**src/rtl/ehgu_clksw_pkg.sv**
```systemverilog
// Shared types and defaults for the clock-switch request controller.
package ehgu_clksw_pkg;

  localparam int NREQ_DEFAULT          = 4;
  localparam int SETTLE_CYCLES_DEFAULT = 8;

  typedef enum logic [1:0] {
    ST_IDLE   = 2'd0,
    ST_SETTLE = 2'd1,
    ST_ACK    = 2'd2
  } state_e;

endpackage

```
**src/rtl/ehgu_clksw_ctrl_if.sv**
```systemverilog
// Requester-side bundle of the clock-switch controller: requests in, grants and mux select out.
interface ehgu_clksw_ctrl_if
  import ehgu_clksw_pkg::*;
#(
  parameter int NREQ = NREQ_DEFAULT
);

  logic [NREQ-1:0] req;
  logic [NREQ-1:0] req_sel;
  logic [NREQ-1:0] gnt;
  logic            sel;
  logic            busy;

  modport master (
    output req,
    output req_sel,
    input  gnt,
    input  sel,
    input  busy
  );

  modport slave (
    input  req,
    input  req_sel,
    output gnt,
    output sel,
    output busy
  );

endinterface

```
**src/rtl/ehgu_rr_arb.sv**
```systemverilog
// Combinational round-robin arbiter: search begins one past the last granted index.
module ehgu_rr_arb
  import ehgu_clksw_pkg::*;
#(
  parameter int NREQ  = NREQ_DEFAULT,
  parameter int PTR_W = $clog2(NREQ)
) (
  input  logic [NREQ-1:0]  req,
  input  logic [PTR_W-1:0] last_ptr,
  output logic [NREQ-1:0]  winner
);

  localparam logic [PTR_W:0] NREQ_W = (PTR_W + 1)'(NREQ);

  logic             found;
  logic [PTR_W:0]   sum;
  logic [PTR_W-1:0] idx;

  // sum never exceeds 2*NREQ-1, so a single conditional subtract wraps it
  always_comb begin
    winner = '0;
    found  = 1'b0;
    sum    = '0;
    idx    = '0;
    for (int k = 1; k <= NREQ; k++) begin
      sum = {1'b0, last_ptr} + (PTR_W + 1)'(k);
      if (sum >= NREQ_W) begin
        sum = sum - NREQ_W;
      end
      idx = sum[PTR_W-1:0];
      if (!found && req[idx]) begin
        winner[idx] = 1'b1;
        found       = 1'b1;
      end
    end
  end

endmodule

```
**src/rtl/ehgu_clksw_ctrl.sv**
```systemverilog
// Arbitrates clock-source switch requests, drives the glitch-free mux select and
// grants each requester once the mux has had SETTLE_CYCLES to settle.
module ehgu_clksw_ctrl
  import ehgu_clksw_pkg::*;
#(
  parameter int NREQ          = NREQ_DEFAULT,
  parameter int SETTLE_CYCLES = SETTLE_CYCLES_DEFAULT
) (
  input  logic              clk,
  input  logic              rst,
  ehgu_clksw_ctrl_if.slave  bus
);

  localparam int PTR_W = $clog2(NREQ);
  localparam int CNT_W = (SETTLE_CYCLES > 1) ? $clog2(SETTLE_CYCLES) : 1;
  localparam logic [CNT_W-1:0] CNT_LOAD = CNT_W'(SETTLE_CYCLES - 1);
  localparam logic [PTR_W-1:0] PTR_RST  = PTR_W'(NREQ - 1);

  state_e           state_reg, state_next;
  logic [CNT_W-1:0] cnt_reg, cnt_next;
  logic             sel_reg, sel_next;
  logic [NREQ-1:0]  gnt_reg, gnt_next;
  logic             busy_reg;
  logic [NREQ-1:0]  win_reg, win_next;
  logic [PTR_W-1:0] ptr_reg, ptr_next;

  logic [NREQ-1:0]  arb_win;
  logic             arb_sel;
  logic [PTR_W-1:0] win_idx;

  ehgu_rr_arb #(
    .NREQ  (NREQ),
    .PTR_W (PTR_W)
  ) u_arb (
    .req      (bus.req),
    .last_ptr (ptr_reg),
    .winner   (arb_win)
  );

  assign arb_sel = |(bus.req_sel & arb_win);

  // one-hot latched winner to index: bit gi of the index ORs every winner bit whose position has bit gi set
  genvar gi, gj;
  generate
    for (gi = 0; gi < PTR_W; gi++) begin : g_enc
      logic [NREQ-1:0] mask;
      for (gj = 0; gj < NREQ; gj++) begin : g_bit
        assign mask[gj] = ((gj >> gi) & 1) != 0;
      end
      assign win_idx[gi] = |(win_reg & mask);
    end
  endgenerate

  always_comb begin
    state_next = state_reg;
    cnt_next   = cnt_reg;
    sel_next   = sel_reg;
    gnt_next   = '0;
    win_next   = win_reg;
    ptr_next   = ptr_reg;
    case (state_reg)
      ST_IDLE: begin
        if (|bus.req) begin
          win_next = arb_win;
          if (arb_sel == sel_reg) begin
            state_next = ST_ACK;
            gnt_next   = arb_win;
          end else begin
            state_next = ST_SETTLE;
            sel_next   = arb_sel;
            cnt_next   = CNT_LOAD;
          end
        end
      end
      ST_SETTLE: begin
        if (cnt_reg == '0) begin
          state_next = ST_ACK;
          gnt_next   = win_reg;
        end else begin
          cnt_next = cnt_reg - CNT_W'(1);
        end
      end
      ST_ACK: begin
        state_next = ST_IDLE;
        ptr_next   = win_idx;
      end
      default: begin
        state_next = ST_IDLE;
      end
    endcase
  end

  // gnt is loaded on entry to ACK so it is a pure flop output that lasts exactly the ACK cycle
  always_ff @(posedge clk or posedge rst) begin
    if (rst) begin
      state_reg <= ST_IDLE;
      cnt_reg   <= '0;
      sel_reg   <= 1'b0;
      gnt_reg   <= '0;
      busy_reg  <= 1'b0;
      win_reg   <= '0;
      ptr_reg   <= PTR_RST;
    end else begin
      state_reg <= state_next;
      cnt_reg   <= cnt_next;
      sel_reg   <= sel_next;
      gnt_reg   <= gnt_next;
      busy_reg  <= (state_next != ST_IDLE);
      win_reg   <= win_next;
      ptr_reg   <= ptr_next;
    end
  end

  assign bus.sel  = sel_reg;
  assign bus.gnt  = gnt_reg;
  assign bus.busy = busy_reg;

endmodule
```
**src/flat_wrapper.sv**
```systemverilog
// flat-port wrapper written by rule: the top's interface ports become plain ports
module ehgu_clksw_ctrl_flat import ehgu_clksw_pkg::*;
#(
  parameter int NREQ          = NREQ_DEFAULT,
  parameter int SETTLE_CYCLES = SETTLE_CYCLES_DEFAULT
)
  (clk, rst, bus_req, bus_req_sel, bus_gnt, bus_sel, bus_busy);
  ehgu_clksw_ctrl_if #(.NREQ(NREQ)) bus_i ();
  input  logic clk;
  input  logic rst;
  input wire logic [$bits(bus_i.req)-1:0] bus_req;
  input wire logic [$bits(bus_i.req_sel)-1:0] bus_req_sel;
  output wire logic [$bits(bus_i.gnt)-1:0] bus_gnt;
  output wire logic [$bits(bus_i.sel)-1:0] bus_sel;
  output wire logic [$bits(bus_i.busy)-1:0] bus_busy;
  assign bus_i.req = bus_req;
  assign bus_i.req_sel = bus_req_sel;
  assign bus_gnt = bus_i.gnt;
  assign bus_sel = bus_i.sel;
  assign bus_busy = bus_i.busy;
  ehgu_clksw_ctrl #(.NREQ(NREQ), .SETTLE_CYCLES(SETTLE_CYCLES)) u_core (.clk(clk), .rst(rst), .bus(bus_i));
endmodule
```
**config.mk**
```make
export PLATFORM = sky130hd
export DESIGN_NAME = ehgu_clksw_ctrl_flat
export DESIGN_NICKNAME = d
export VERILOG_FILES = /design/src/rtl/ehgu_clksw_pkg.sv /design/src/rtl/ehgu_clksw_ctrl_if.sv /design/src/rtl/ehgu_rr_arb.sv /design/src/rtl/ehgu_clksw_ctrl.sv /design/src/flat_wrapper.sv
export SDC_FILE = /design/constraint.sdc
export NUM_CORES = 1
export LEC_CHECK = 0
export ABC_CLOCK_PERIOD_IN_PS = 4100
export CORE_MARGIN = 5
export CORE_UTILIZATION = 38
export CTS_CLUSTER_SIZE = 14
export DETAILED_ROUTE_END_ITERATION = 8
export GPL_TIMING_DRIVEN = 1
export PLACE_DENSITY = 0.69
export RECOVER_POWER = 100
export SLEW_MARGIN = 10
export SYNTH_ARGS = -nofsm -noshare
export SYNTH_HDL_FRONTEND = slang
export SYNTH_SLANG_ARGS = --single-unit
```
**constraint.sdc**
```tcl
create_clock -name clk -period 4.1 [get_ports clk]
set_clock_uncertainty 0.2 [all_clocks]
set_input_delay 0.41 -clock clk [delete_from_list [all_inputs] [get_ports clk]]
set_output_delay 0.41 -clock clk [all_outputs]
set_load 0.02 [all_outputs]
```
==> results by group, run 1 <==
Logic synthesis
  • Ys flop type: dfrtp_1
  • Synthesized cell area: 1420 µm²
  • Most frequent cells after synthesis: 15 x dfrtp_1, 13 x inv_1, 11 x nor2_1, 10 x ha_1, 10 x nand2_1
  • Net count after synthesis: 171
  • Seq/Total Area, Yosys: 0.302
  • Mean Syn Cell Area: 9.39 µm²
  • FFs w/ async S/R, synth: 1.00
  • Post-synth EDFFs: 0
  • Most numerous cell in the Yosys netlist: dfrtp_1
  • Synth area leader: dfrtp_1
  • Post-synthesis cell type count: 45
  • Most area-consuming cells after synthesis: dfrtp_1 26%, ha_1 8.8%, nor3b_1 4.8%, dfstp_2 3.7%, o211ai_1 3.7%
  • Register bit total from synthesis: 17
  • Ys Warns: 0
  • Synth Instances: 151
  • Top cell type's share of synthesized area: 0.265

Setup path
  • Max FO, Critical Path: 13
  • Number of buffer and inverter stages on the critical path: 1
  • Critical path cell sequence: inv_1 -> ha_1 -> mux4_2 -> and2_0 -> o21ai_0 -> o211a_1 -> nand3_4 -> a211o_1
  • Worst Path Required: 4040 ps
  • Worst setup SP type: register
  • Worst setup EP type: register
  • Reg-to-reg endpoint: u_core.state_reg[1]$_DFF_PP0_
  • Register-to-register setup slack: 540 ps
  • Reg2reg start: u_core.ptr_reg[0]$_DFFE_PP1N_
  • CP top delay family: compound AO/OA/AOI/OAI gates
  • CP peak stage delay: 780 ps
  • CP endpoint: u_core.state_reg[1]$_DFF_PP0_
  • Crit path kind: register to register
  • Worst path depth: 8
  • Slowest cell on crit path: dfstp_1
  • Crit path DAT: 3500 ps
  • Worst setup path startpoint: u_core.ptr_reg[0]$_DFFE_PP1N_
  • R2R depth: 8

Floorplan
  • Die Span Y: 71.1 µm
  • Ports: 16
  • Initial core utilization: 0.390
  • X dimension of the die: 71.1 µm
  • Die footprint: 5050 µm²
  • CORE AREA: 3630 µm²
  • Row Count: 22

Clock network
  • CTS tree: built
  • Clock edge transition at the registers on the reported setup and hold paths: 60 ps
  • Htree depth: 1
  • CTS Buffer Depth: 2
  • Num CTS Buffers: 3
  • Clk Latency, worst-skew pair: 250 ps
  • Root buf cell: clkbuf_8
  • Post-CTS Setup Repair Bufs: 0
  • # hold bufs at CTS: 0
  • # resized after CTS: 0
  • Clock Sinks: 17

STA
  • Max frequency: 0.281 GHz
  • Setup TNS: 0 ps
  • Setup ws final: 538 ps
  • Hold Fails Final Rpt: 0
  • Slew @ Worst Pin: 635 ps
  • RSZ-0062 raised after global routing: no
  • Min cycle time layout: 3560 ps
  • Setup Viol. Count Final: 0
  • Final Cycle Share: 0.869
  • Slew Limit Fails: 0
  • Max-Slew Margin vs Limit: 0.575

Finish
  • Final core occ: 0.457
  • Fillers: 364
  • Multi-input gate area: 926 µm²
  • P&R area growth vs syn: 17.2%
  • Number of inserted diodes: 0
  • Register Area: 428 µm²
  • Layout cell share with drive strength beyond 1: 0.107
  • Nets: 190

GRT
  • GR Util All Layers: 0.137
  • Largest net degree at the start of global routing: 18
  • Initial antenna violation count: 0
  • First-pass GRT wire length: 5640 µm
  • Number of global-route vias before repair: 1228
  • GRT overflow: 0

Detailed routing
  • Detailed-route via count: 1247
  • DR iter-0 viols: 75
  • WL final: 3310 µm
  • Final ANT Viol Nets: 0
  • Post-route DRC violation count: 0
  • Pre-antenna DRT Iters: 4
  • DR vias/cell: 5.75
  • WL/cell: 15.3 µm

Place
  • Port-buffer cells: 15
  • Placer Congestion: 0.876
  • Post-DP HPWL: 2690 µm
  • Pre-CTS WS: 831 ps

Pwr
  • Internal power: 0.646 mW
  • Logic pwr share: 0.636
  • Sw Share: 0.475
  • P per Cell Area: 740 nW/µm²
  • Clock Power Share: 0.101
  • Peak supply drop: 244 µV
  • Leak pwr: 0.694 nW
  • Part of the power in registers: 0.263
  • Switch Pwr: 0.584 mW

Flow run
  • Max-cap violations: 0

Hold path
  • Worst Hold Class: register to register

Run status
  • Run status: complete, no violations
[per-stage QoR]
step,std cells,power [mW],hold WS [ps],cell area [µm²]
after floorplan,151,0.916,135,1420
after global placement,213,1.09,296,1620
after detailed placement,213,1.12,302,1620
after CTS,217,1.25,317,1660
after global routing,217,1.32,340,1660
final,217,1.23,319,1660
[power groups by stage]
stage	Sequential [mW]	Combinational [mW]	Clock, mW
2_1_floorplan	0.332	0.585	0
3_3_place_gp	0.322	0.766	0
3_5_place_dp	0.329	0.788	0
4_1_cts	0.326	0.792	0.128
5_1_grt	0.338	0.853	0.134
6_report	0.323	0.783	0.124
[worst min path at each step]
stage	from	end	slack, ps	cells after the start
4_1_cts	u_core.win_reg[0]$_DFFE_PP0P_	u_core.win_reg[0]$_DFFE_PP0P_	320	1
2_1_floorplan	rst	u_core.bus.busy$_DFF_PP0_	130	1
6_report	u_core.win_reg[0]$_DFFE_PP0P_	u_core.win_reg[0]$_DFFE_PP0P_	320	1
5_1_grt	u_core.win_reg[0]$_DFFE_PP0P_	u_core.win_reg[0]$_DFFE_PP0P_	340	1
3_3_place_gp	u_core.win_reg[0]$_DFFE_PP0P_	u_core.bus.gnt[0]$_DFF_PP0_	300	2
3_5_place_dp	u_core.win_reg[0]$_DFFE_PP0P_	u_core.bus.gnt[0]$_DFF_PP0_	300	2
[metal layers]
metal	wire [µm]	track usage
met1	1550	0.174
met4	55	0.0543
met2	1590	0.231
met3	117	0.0213
met5	0	0
[placed cells by master, fill, tap and decap left out, types with 2 or more instances in the layout]
cell type / Yosys / routed
dfrtp_1: 15 / 15
inv_1: 13 / 13
nor2_1: 11 / 11
nand2_1: 10 / 10
ha_1: 10 / 10
nor3b_1: 9 / 9
o21ai_0: 8 / 9
dlygate4sd3_1: 0 / 8
o211ai_1: 7 / 7
clkdlybuf4s50_1: 0 / 7
a21oi_1: 5 / 5
o21a_1: 4 / 4
and2_0: 0 / 4
nand2b_1: 4 / 4
and3b_1: 3 / 3
o21ai_2: 3 / 3
nand3_1: 3 / 3
clkbuf_8: 0 / 3
mux4_2: 2 / 2
a211o_1: 2 / 2
mux2_2: 2 / 2
a211oi_1: 2 / 2
nor4_1: 2 / 2
o311ai_1: 2 / 2
a311o_1: 2 / 2
nor3_1: 2 / 2
a31oi_1: 2 / 2
[layout make-up]
class / instances / share of cell area
Tap cell: 48 / 0.0361
Timing Repair Buffer: 15 / 0.0904
Clock buffer: 4 / 0.0271
Multi-Input combinational cell: 119 / 0.557
Inverter: 14 / 0.0316
Sequential cell: 17 / 0.258
[cell families after synthesis]
family          synth area share
flops                      0.302
mux                       0.0582
xor+xnor                 0.00618
compound gates             0.266
buf+inv                   0.0450
simple gates               0.235
fa+ha+maj                 0.0883
Power figures use the tool's default switching activity.
==> run 2, diff against run 1 <==
--- a/config.mk
+++ b/config.mk
@@ -7,11 +7,11 @@
 export LEC_CHECK = 0
 export ABC_CLOCK_PERIOD_IN_PS = 4100
 export CORE_MARGIN = 5
-export CORE_UTILIZATION = 38
+export CORE_UTILIZATION = 55
 export CTS_CLUSTER_SIZE = 14
 export DETAILED_ROUTE_END_ITERATION = 8
 export GPL_TIMING_DRIVEN = 1
-export PLACE_DENSITY = 0.69
+export PLACE_DENSITY = 0.89
 export RECOVER_POWER = 100
 export SLEW_MARGIN = 10
 export SYNTH_ARGS = -nofsm -noshare
==> run 2 against run 1 <==
Count of clock-buffer cells in the layout fell by 1. Worst hold slack improved by 5.0 ps. Flip-flop and latch count did not move. Sequential share of layout area rose by 0.84 points. Final cell count fell by 8.3%. Wire length rose by 4.4%. Critical path depth did not move. Worst setup slack got worse by 3.3 ps. First-iteration DRC count rose by 11%. Largest cell class unchanged. Highest routed layer unchanged.
==> results by group, run 2 (same netlist as run 1, synthesis figures left out) <==
Run status
  • Run status: complete, no violations

Finish
  • Register Area: 428 µm² (unchanged)
  • Number of inserted diodes: 0 (unchanged)
  • Commonest non-fill, non-tap cell in the layout: dfrtp_1
  • Multi-input gate area: 911 µm² (-1.6%)
  • Nets: 190 (unchanged)
  • P&R area growth vs syn: 13.5%
  • Most frequent cells in the layout: 15 x dfrtp_1, 13 x inv_1, 11 x nor2_1
  • Layout cell share with drive strength beyond 1: 0.101 (-0.00592)
  • Fillers: 211 (-42%)

GRT
  • GR Util All Layers: 0.210 (+0.0735)
  • First-pass GRT wire length: 5750 µm (+2.1%)
  • Number of global-route vias before repair: 1260 (+2.6%)
  • GRT overflow: 0 (unchanged)
  • Initial antenna violation count: 0 (unchanged)
  • Largest net degree at the start of global routing: 18 (unchanged)

Place
  • Post-DP HPWL: 2760 µm (+2.8%)
  • Placer Congestion: 0.941 (+7.5%)
  • Port-buffer cells: 15 (unchanged)

Detailed routing
  • DR iter-0 viols: 83 (+11%)
  • WL final: 3460 µm (+4.4%)
  • DR vias/cell: 6.26 (+8.9%)
  • Post-route DRC violation count: 0 (unchanged)
  • Detailed-route via count: 1245 (-0.16%)
  • Pre-antenna DRT Iters: 4 (unchanged)
  • Final ANT Viol Nets: 0 (unchanged)
  • WL/cell: 17.4 µm (+14%)

STA
  • Slew @ Worst Pin: 641 ps (+5.32 ps)
  • Final Cycle Share: 0.870 (about the same)
  • Setup TNS: 0 ps (unchanged)
  • Max-Slew Margin vs Limit: 0.572 (-0.00310)
  • WHS: 324 ps (+5.04 ps)
  • Max frequency: 0.280 GHz (about the same)
  • Min cycle time layout: 3570 ps (+3.31 ps)
  • Setup Viol. Count Final: 0 (unchanged)
  • RSZ-0062 raised after global routing: no
  • Slew Limit Fails: 0 (unchanged)
  • Hold Fails Final Rpt: 0 (unchanged)

Floorplan
  • Die footprint: 3690 µm² (-27%)
  • Row Count: 18 (-18%)
  • CORE AREA: 2480 µm² (-32%)
  • Die Span Y: 60.8 µm (-15%)
  • X dimension of the die: 60.8 µm (-15%)
  • Initial core utilization: 0.572 (+0.182)
  • Ports: 16 (unchanged)

Flow run
  • Max-cap violations: 0 (unchanged)

Clock network
  • # resized after CTS: 0 (unchanged)
  • Root buf cell: clkbuf_4
  • Clock Sinks: 17 (unchanged)
  • # hold bufs at CTS: 0 (unchanged)
  • Post-CTS Setup Repair Bufs: 0 (unchanged)
  • Clock edge transition at the registers on the reported setup and hold paths: 110 ps (+50 ps)
  • CTS tree: built
  • Htree depth: 1 (unchanged)
  • CTS Buffer Depth: 2 (unchanged)
  • Clk Latency, worst-skew pair: 290 ps (+40 ps)
  • Num CTS Buffers: 3 (unchanged)

Hold path
  • Hold depth: 1 (unchanged)
  • Worst Hold Class: register to register

Setup path
  • Worst path depth: 8 (unchanged)
  • Slowest cell on crit path: dfstp_1
  • Max FO, Critical Path: 13 (unchanged)
  • Critical path cell sequence: inv_1 -> ha_1 -> mux4_2 -> and2_0 -> o21ai_2 -> o2111ai_1 -> o311ai_1 -> o211ai_1
  • Worst setup EP type: register
  • Register-to-register setup slack: 530 ps (about the same)
  • Worst setup SP type: register
  • CP top delay family: compound AO/OA/AOI/OAI gates
  • CP peak stage delay: 810 ps (+30 ps)
  • Worst Path Required: 4060 ps (+20 ps)
  • R2R depth: 8 (unchanged)
  • Crit path DAT: 3520 ps (+20 ps)
  • Number of buffer and inverter stages on the critical path: 1 (unchanged)
  • Crit path kind: register to register

Pwr
  • Peak supply drop: 394 µV (+62%)
  • P per Cell Area: 737 nW/µm² (-0.47%)
  • Leak pwr: 0.676 nW (-2.6%)
-- run 2: cell types whose count changed in the layout (fill, tap and decap cells not counted), sizes merged --
| cell | change |
|---|---|
| clkbuf | -1 |
| clkinvlp | +1 |
-- run 2: through the flow --
step / instance area, µm² / setup slack (ps) / std cells / utilization / power, mW
final: 1610 / 534 / 199 / 0.649 / 1.19
after global routing: 1610 / 302 / 199 / 0.649 / 1.28
after CTS: 1620 / 793 / 199 / 0.656 / 1.22
after detailed placement: 1590 / 841 / 195 / 0.643 / 1.12
after global placement: 1590 / 944 / 195 / 0.643 / 1.08
after floorplan: 1420 / 1100 / 151 / - / 0.916
-- run 2: path summary, 6_finish.rpt --
kind / startpoint / endpoint
setup reg to reg: u_core.ptr_reg[0]$_DFFE_PP1N_ / u_core.bus.gnt[0]$_DFF_PP0_
min in group asynchronous: rst / u_core.state_reg[1]$_DFF_PP0_
hold reg to reg: u_core.win_reg[0]$_DFFE_PP0P_ / u_core.win_reg[0]$_DFFE_PP0P_
setup / recovery: u_core.ptr_reg[0]$_DFFE_PP1N_ / u_core.bus.gnt[0]$_DFF_PP0_
max in group asynchronous: rst / u_core.bus.gnt[2]$_DFF_PP0_
hold / removal: u_core.win_reg[0]$_DFFE_PP0P_ / u_core.win_reg[0]$_DFFE_PP0P_
-- run 2: area by class of cell --
| type | count | share of cell area |
|---|---|---|
| multi-input combinational | 119 | 0.566 |
| sequential | 17 | 0.266 |
| timing repair buffer | 15 | 0.0933 |
| inverter | 14 | 0.0327 |
| tap | 30 | 0.0233 |
| clock buffer | 3 | 0.0140 |
| clock inverter | 1 | 0.00467 |
-- run 2: where the power goes --
group | switching (mW) | total (mW) | internal [mW] | leakage [nW]
clock | 0.0564 | 0.0934 | 0.0370 | 0.0139
combinational | 0.454 | 0.768 | 0.314 | 0.457
sequential | 0.0767 | 0.324 | 0.247 | 0.205
-- run 2: per-layer routing --
layer	global-route usage	wire length (µm)	vias up
met5	0	0	-
met4	0.0743	57	0
met3	0.0234	186	4
met2	0.382	1800	44
met1	0.255	1420	595
li1	-	-	602
-- run 2: worst register-to-register path, delay by kind of cell, from the launching register on --
family | cells | cell delay, ps
AO/OA/AOI/OAI | 4 | 930
flip-flops | 1 | 810
multiplexers | 1 | 600
adder cells (fa/ha/maj) | 1 | 420
buffers and inverters | 1 | 240
AND/OR/NAND/NOR | 1 | 230
==> run 3, diff against run 2 <==
--- a/config.mk
+++ b/config.mk
@@ -5,7 +5,7 @@
 export SDC_FILE = /design/constraint.sdc
 export NUM_CORES = 1
 export LEC_CHECK = 0
-export ABC_CLOCK_PERIOD_IN_PS = 4100
+export ABC_CLOCK_PERIOD_IN_PS = 3950
 export CORE_MARGIN = 5
 export CORE_UTILIZATION = 55
 export CTS_CLUSTER_SIZE = 14
==> constraint.sdc (replaced) <==
create_clock -name clk -period 3.95 [get_ports clk]
set_clock_uncertainty 0.2 [all_clocks]
set_input_delay 0.395 -clock clk [delete_from_list [all_inputs] [get_ports clk]]
set_output_delay 0.395 -clock clk [all_outputs]
set_load 0.02 [all_outputs]
==> run 3 against run 2 <==
Cell area did not move. Sequential share of layout area did not move. Total power grew 3.9%. Die area unchanged. Register-to-register slack worse by 97 ps. Combinational power is 3.5% higher. Critical path type unchanged. Critical endpoint unchanged.
==> results by group, run 3 (same netlist as run 1, synthesis figures left out) <==
Run status
  • Run status: complete, no violations

STA
  • Hold Fails Final Rpt: 0 (unchanged)
  • Final Cycle Share: 0.889 (+0.0195)
  • Min cycle time layout: 3510 ps (-53.5 ps)
  • Slew Limit Fails: 0 (unchanged)
  • Max frequency: 0.285 GHz (+1.5%)
  • Slew @ Worst Pin: 641 ps (+0.369 ps)
  • Setup ws final: 438 ps (-96.5 ps)
  • Setup TNS: 0 ps (unchanged)
  • Max-Slew Margin vs Limit: 0.572 (about the same)
  • RSZ-0062 raised after global routing: no
  • Setup Viol. Count Final: 0 (unchanged)

Pwr
  • Switch Pwr: 0.607 mW (+3.4%)
  • Logic pwr share: 0.646 (-0.002)
  • Internal power: 0.624 mW (+4.3%)
  • Peak supply drop: 408 µV (+3.5%)
  • Leak pwr: 0.671 nW (-0.72%)
  • Clock Power Share: 0.079 (about the same)
  • Sw Share: 0.493 (-0.00227)
  • Part of the power in registers: 0.275 (+0.002)
  • P per Cell Area: 765 nW/µm² (+3.9%)

Clock network
  • Post-CTS Setup Repair Bufs: 0 (unchanged)
  • # hold bufs at CTS: 0 (unchanged)
  • Htree depth: 1 (unchanged)
  • Clock edge transition at the registers on the reported setup and hold paths: 110 ps (about the same)
  • Num CTS Buffers: 3 (unchanged)
  • Clk Latency, worst-skew pair: 290 ps (about the same)
  • CTS tree: built
  • # resized after CTS: 0 (unchanged)
  • CTS Buffer Depth: 2 (unchanged)
  • Root buf cell: clkbuf_4
  • Clock Sinks: 17 (unchanged)

Hold path
  • Worst Hold Class: register to register
  • Hold depth: 1 (unchanged)

Setup path
  • Reg-to-reg endpoint: u_core.bus.gnt[0]$_DFF_PP0_
  • Max FO, Critical Path: 9 (-4)
  • Reg2reg start: u_core.ptr_reg[1]$_DFFE_PP1N_
  • CP peak stage delay: 760 ps (-50 ps)
  • Worst setup path startpoint: u_core.ptr_reg[1]$_DFFE_PP1N_
  • R2R depth: 8 (unchanged)
  • Worst path depth: 8 (unchanged)
  • Crit path kind: register to register
  • Slowest cell on crit path: dfstp_1
  • Register-to-register setup slack: 440 ps (-100 ps)
  • CP top delay family: compound AO/OA/AOI/OAI gates
  • Number of buffer and inverter stages on the critical path: 1 (unchanged)
  • Worst setup SP type: register
  • Worst setup EP type: register
  • CP endpoint: u_core.bus.gnt[0]$_DFF_PP0_
  • Crit path DAT: 3460 ps (-60 ps)
  • Worst Path Required: 3900 ps (-160 ps)
  • Critical path cell sequence: inv_1 -> ha_1 -> mux4_2 -> and2_0 -> o21ai_2 -> o2111ai_2 -> o311ai_0 -> o211ai_1

GRT
  • First-pass GRT wire length: 5750 µm (unchanged)
  • GRT overflow: 0 (unchanged)
  • Largest net degree at the start of global routing: 18 (unchanged)
  • GR Util All Layers: 0.210 (unchanged)
  • Initial antenna violation count: 0 (unchanged)
  • Number of global-route vias before repair: 1260 (unchanged)

Floorplan
  • Die Span Y: 60.8 µm (unchanged)
  • Die footprint: 3690 µm² (unchanged)
  • X dimension of the die: 60.8 µm (unchanged)
  • Row Count: 18 (unchanged)
  • Initial core utilization: 0.572 (unchanged)
  • CORE AREA: 2480 µm² (unchanged)
  • Ports: 16 (unchanged)

Finish
  • Layout cell share with drive strength beyond 1: 0.107 (+0.00592)
  • Commonest non-fill, non-tap cell in the layout: dfrtp_1
  • P&R area growth vs syn: 13.5% (unchanged)
  • Nets: 190 (unchanged)
  • Most frequent cells in the layout: 15 x dfrtp_1, 13 x inv_1, 11 x nor2_1
  • Fillers: 214 (+1.4%)
  • Final non-filler cell total: 199 (unchanged)
  • Number of inserted diodes: 0 (unchanged)
  • Final non-filler cell area: 1610 µm² (unchanged)

Flow run
  • Max-cap violations: 0 (unchanged)

Place
  • Area after DPL: 1590 µm² (unchanged)
  • Dpl cells: 195 (unchanged)
  • Port-buffer cells: 15 (unchanged)
  • Placer Congestion: 0.941 (unchanged)
  • Pre-CTS WS: 691 ps (-150 ps)
  • Post-DP HPWL: 2760 µm (unchanged)

Detailed routing
  • DR vias/cell: 6.27 (+0.16%)
  • Detailed-route via count: 1247 (+0.16%)
  • Post-route DRC violation count: 0 (unchanged)
  • Final ANT Viol Nets: 0 (unchanged)
  • Pre-antenna DRT Iters: 4 (unchanged)
  • WL/cell: 17.4 µm (+0.14%)
  • WL final: 3470 µm (+0.14%)
  • DR iter-0 viols: 82 (-1.2%)
## run 3: changes by cell type in the layout (fill, tap and decap cells not counted)
cell and delta:
dfstp_2 +1, o311ai_1 -2, o2111ai_2 +1, o2111ai_1 -1, o311ai_0 +2, nand4_1 +1
dfstp_1 -1, nand4_2 -1
## run 3: worst min path at each step
stage,endpoint,slack [ps],start
2_1_floorplan,u_core.bus.busy$_DFF_PP0_,120,rst
3_3_place_gp,u_core.bus.gnt[0]$_DFF_PP0_,290,u_core.win_reg[0]$_DFFE_PP0P_
3_5_place_dp,u_core.win_reg[0]$_DFFE_PP0P_,300,u_core.win_reg[0]$_DFFE_PP0P_
4_1_cts,u_core.win_reg[1]$_DFFE_PP0P_,290,rst
5_1_grt,u_core.win_reg[0]$_DFFE_PP0P_,340,u_core.win_reg[0]$_DFFE_PP0P_
6_report,u_core.win_reg[0]$_DFFE_PP0P_,320,u_core.win_reg[0]$_DFFE_PP0P_
## run 3: power groups by stage
stage | Sequential (mW) | Combinational (mW) | Clock [mW]
floorplan | 0.344 | 0.607 | 0
global placement | 0.334 | 0.792 | 0
detailed placement | 0.342 | 0.820 | 0
CTS | 0.339 | 0.824 | 0.0988
global route | 0.348 | 0.878 | 0.106
finish | 0.339 | 0.795 | 0.0971
## run 3: per-stage QoR
step | power (mW) | hold WS, ps | util
floorplan | 0.951 | 120 | -
global placement | 1.13 | 294 | 0.643
detailed placement | 1.16 | 296 | 0.643
CTS | 1.26 | 294 | 0.656
global route | 1.33 | 335 | 0.649
finish | 1.23 | 324 | 0.649
## run 3: area by class of cell
| type | count | area [µm²] | share of cell area |
|---|---|---|---|
| Timing Repair Buffer | 15 | 150 | 0.0933 |
| Multi-Input combinational cell | 119 | 911 | 0.566 |
| Sequential cell | 17 | 428 | 0.266 |
| Clock inverter | 1 | 7.51 | 0.00467 |
| Tap cell | 30 | 37.5 | 0.0233 |
| Clock buffer | 3 | 22.5 | 0.0140 |
| Inverter | 14 | 52.6 | 0.0327 |
## run 3: worst register-to-register path, stage by stage (launching register included)
cell and delay [ps]:
dfstp_1 760, inv_1 210, ha_1 410, mux4_2 600
and2_0 220, o21ai_2 180, o2111ai_2 170, o311ai_0 450
o211ai_1 160
## run 3: layer usage
metal  track usage  vias to the layer above  wire [µm]
li1              -                      604          -
met1         0.255                      603       1430
met2         0.382                       36       1820
met3        0.0234                        4        158
met4        0.0743                        0         57
met5             0                        -          0
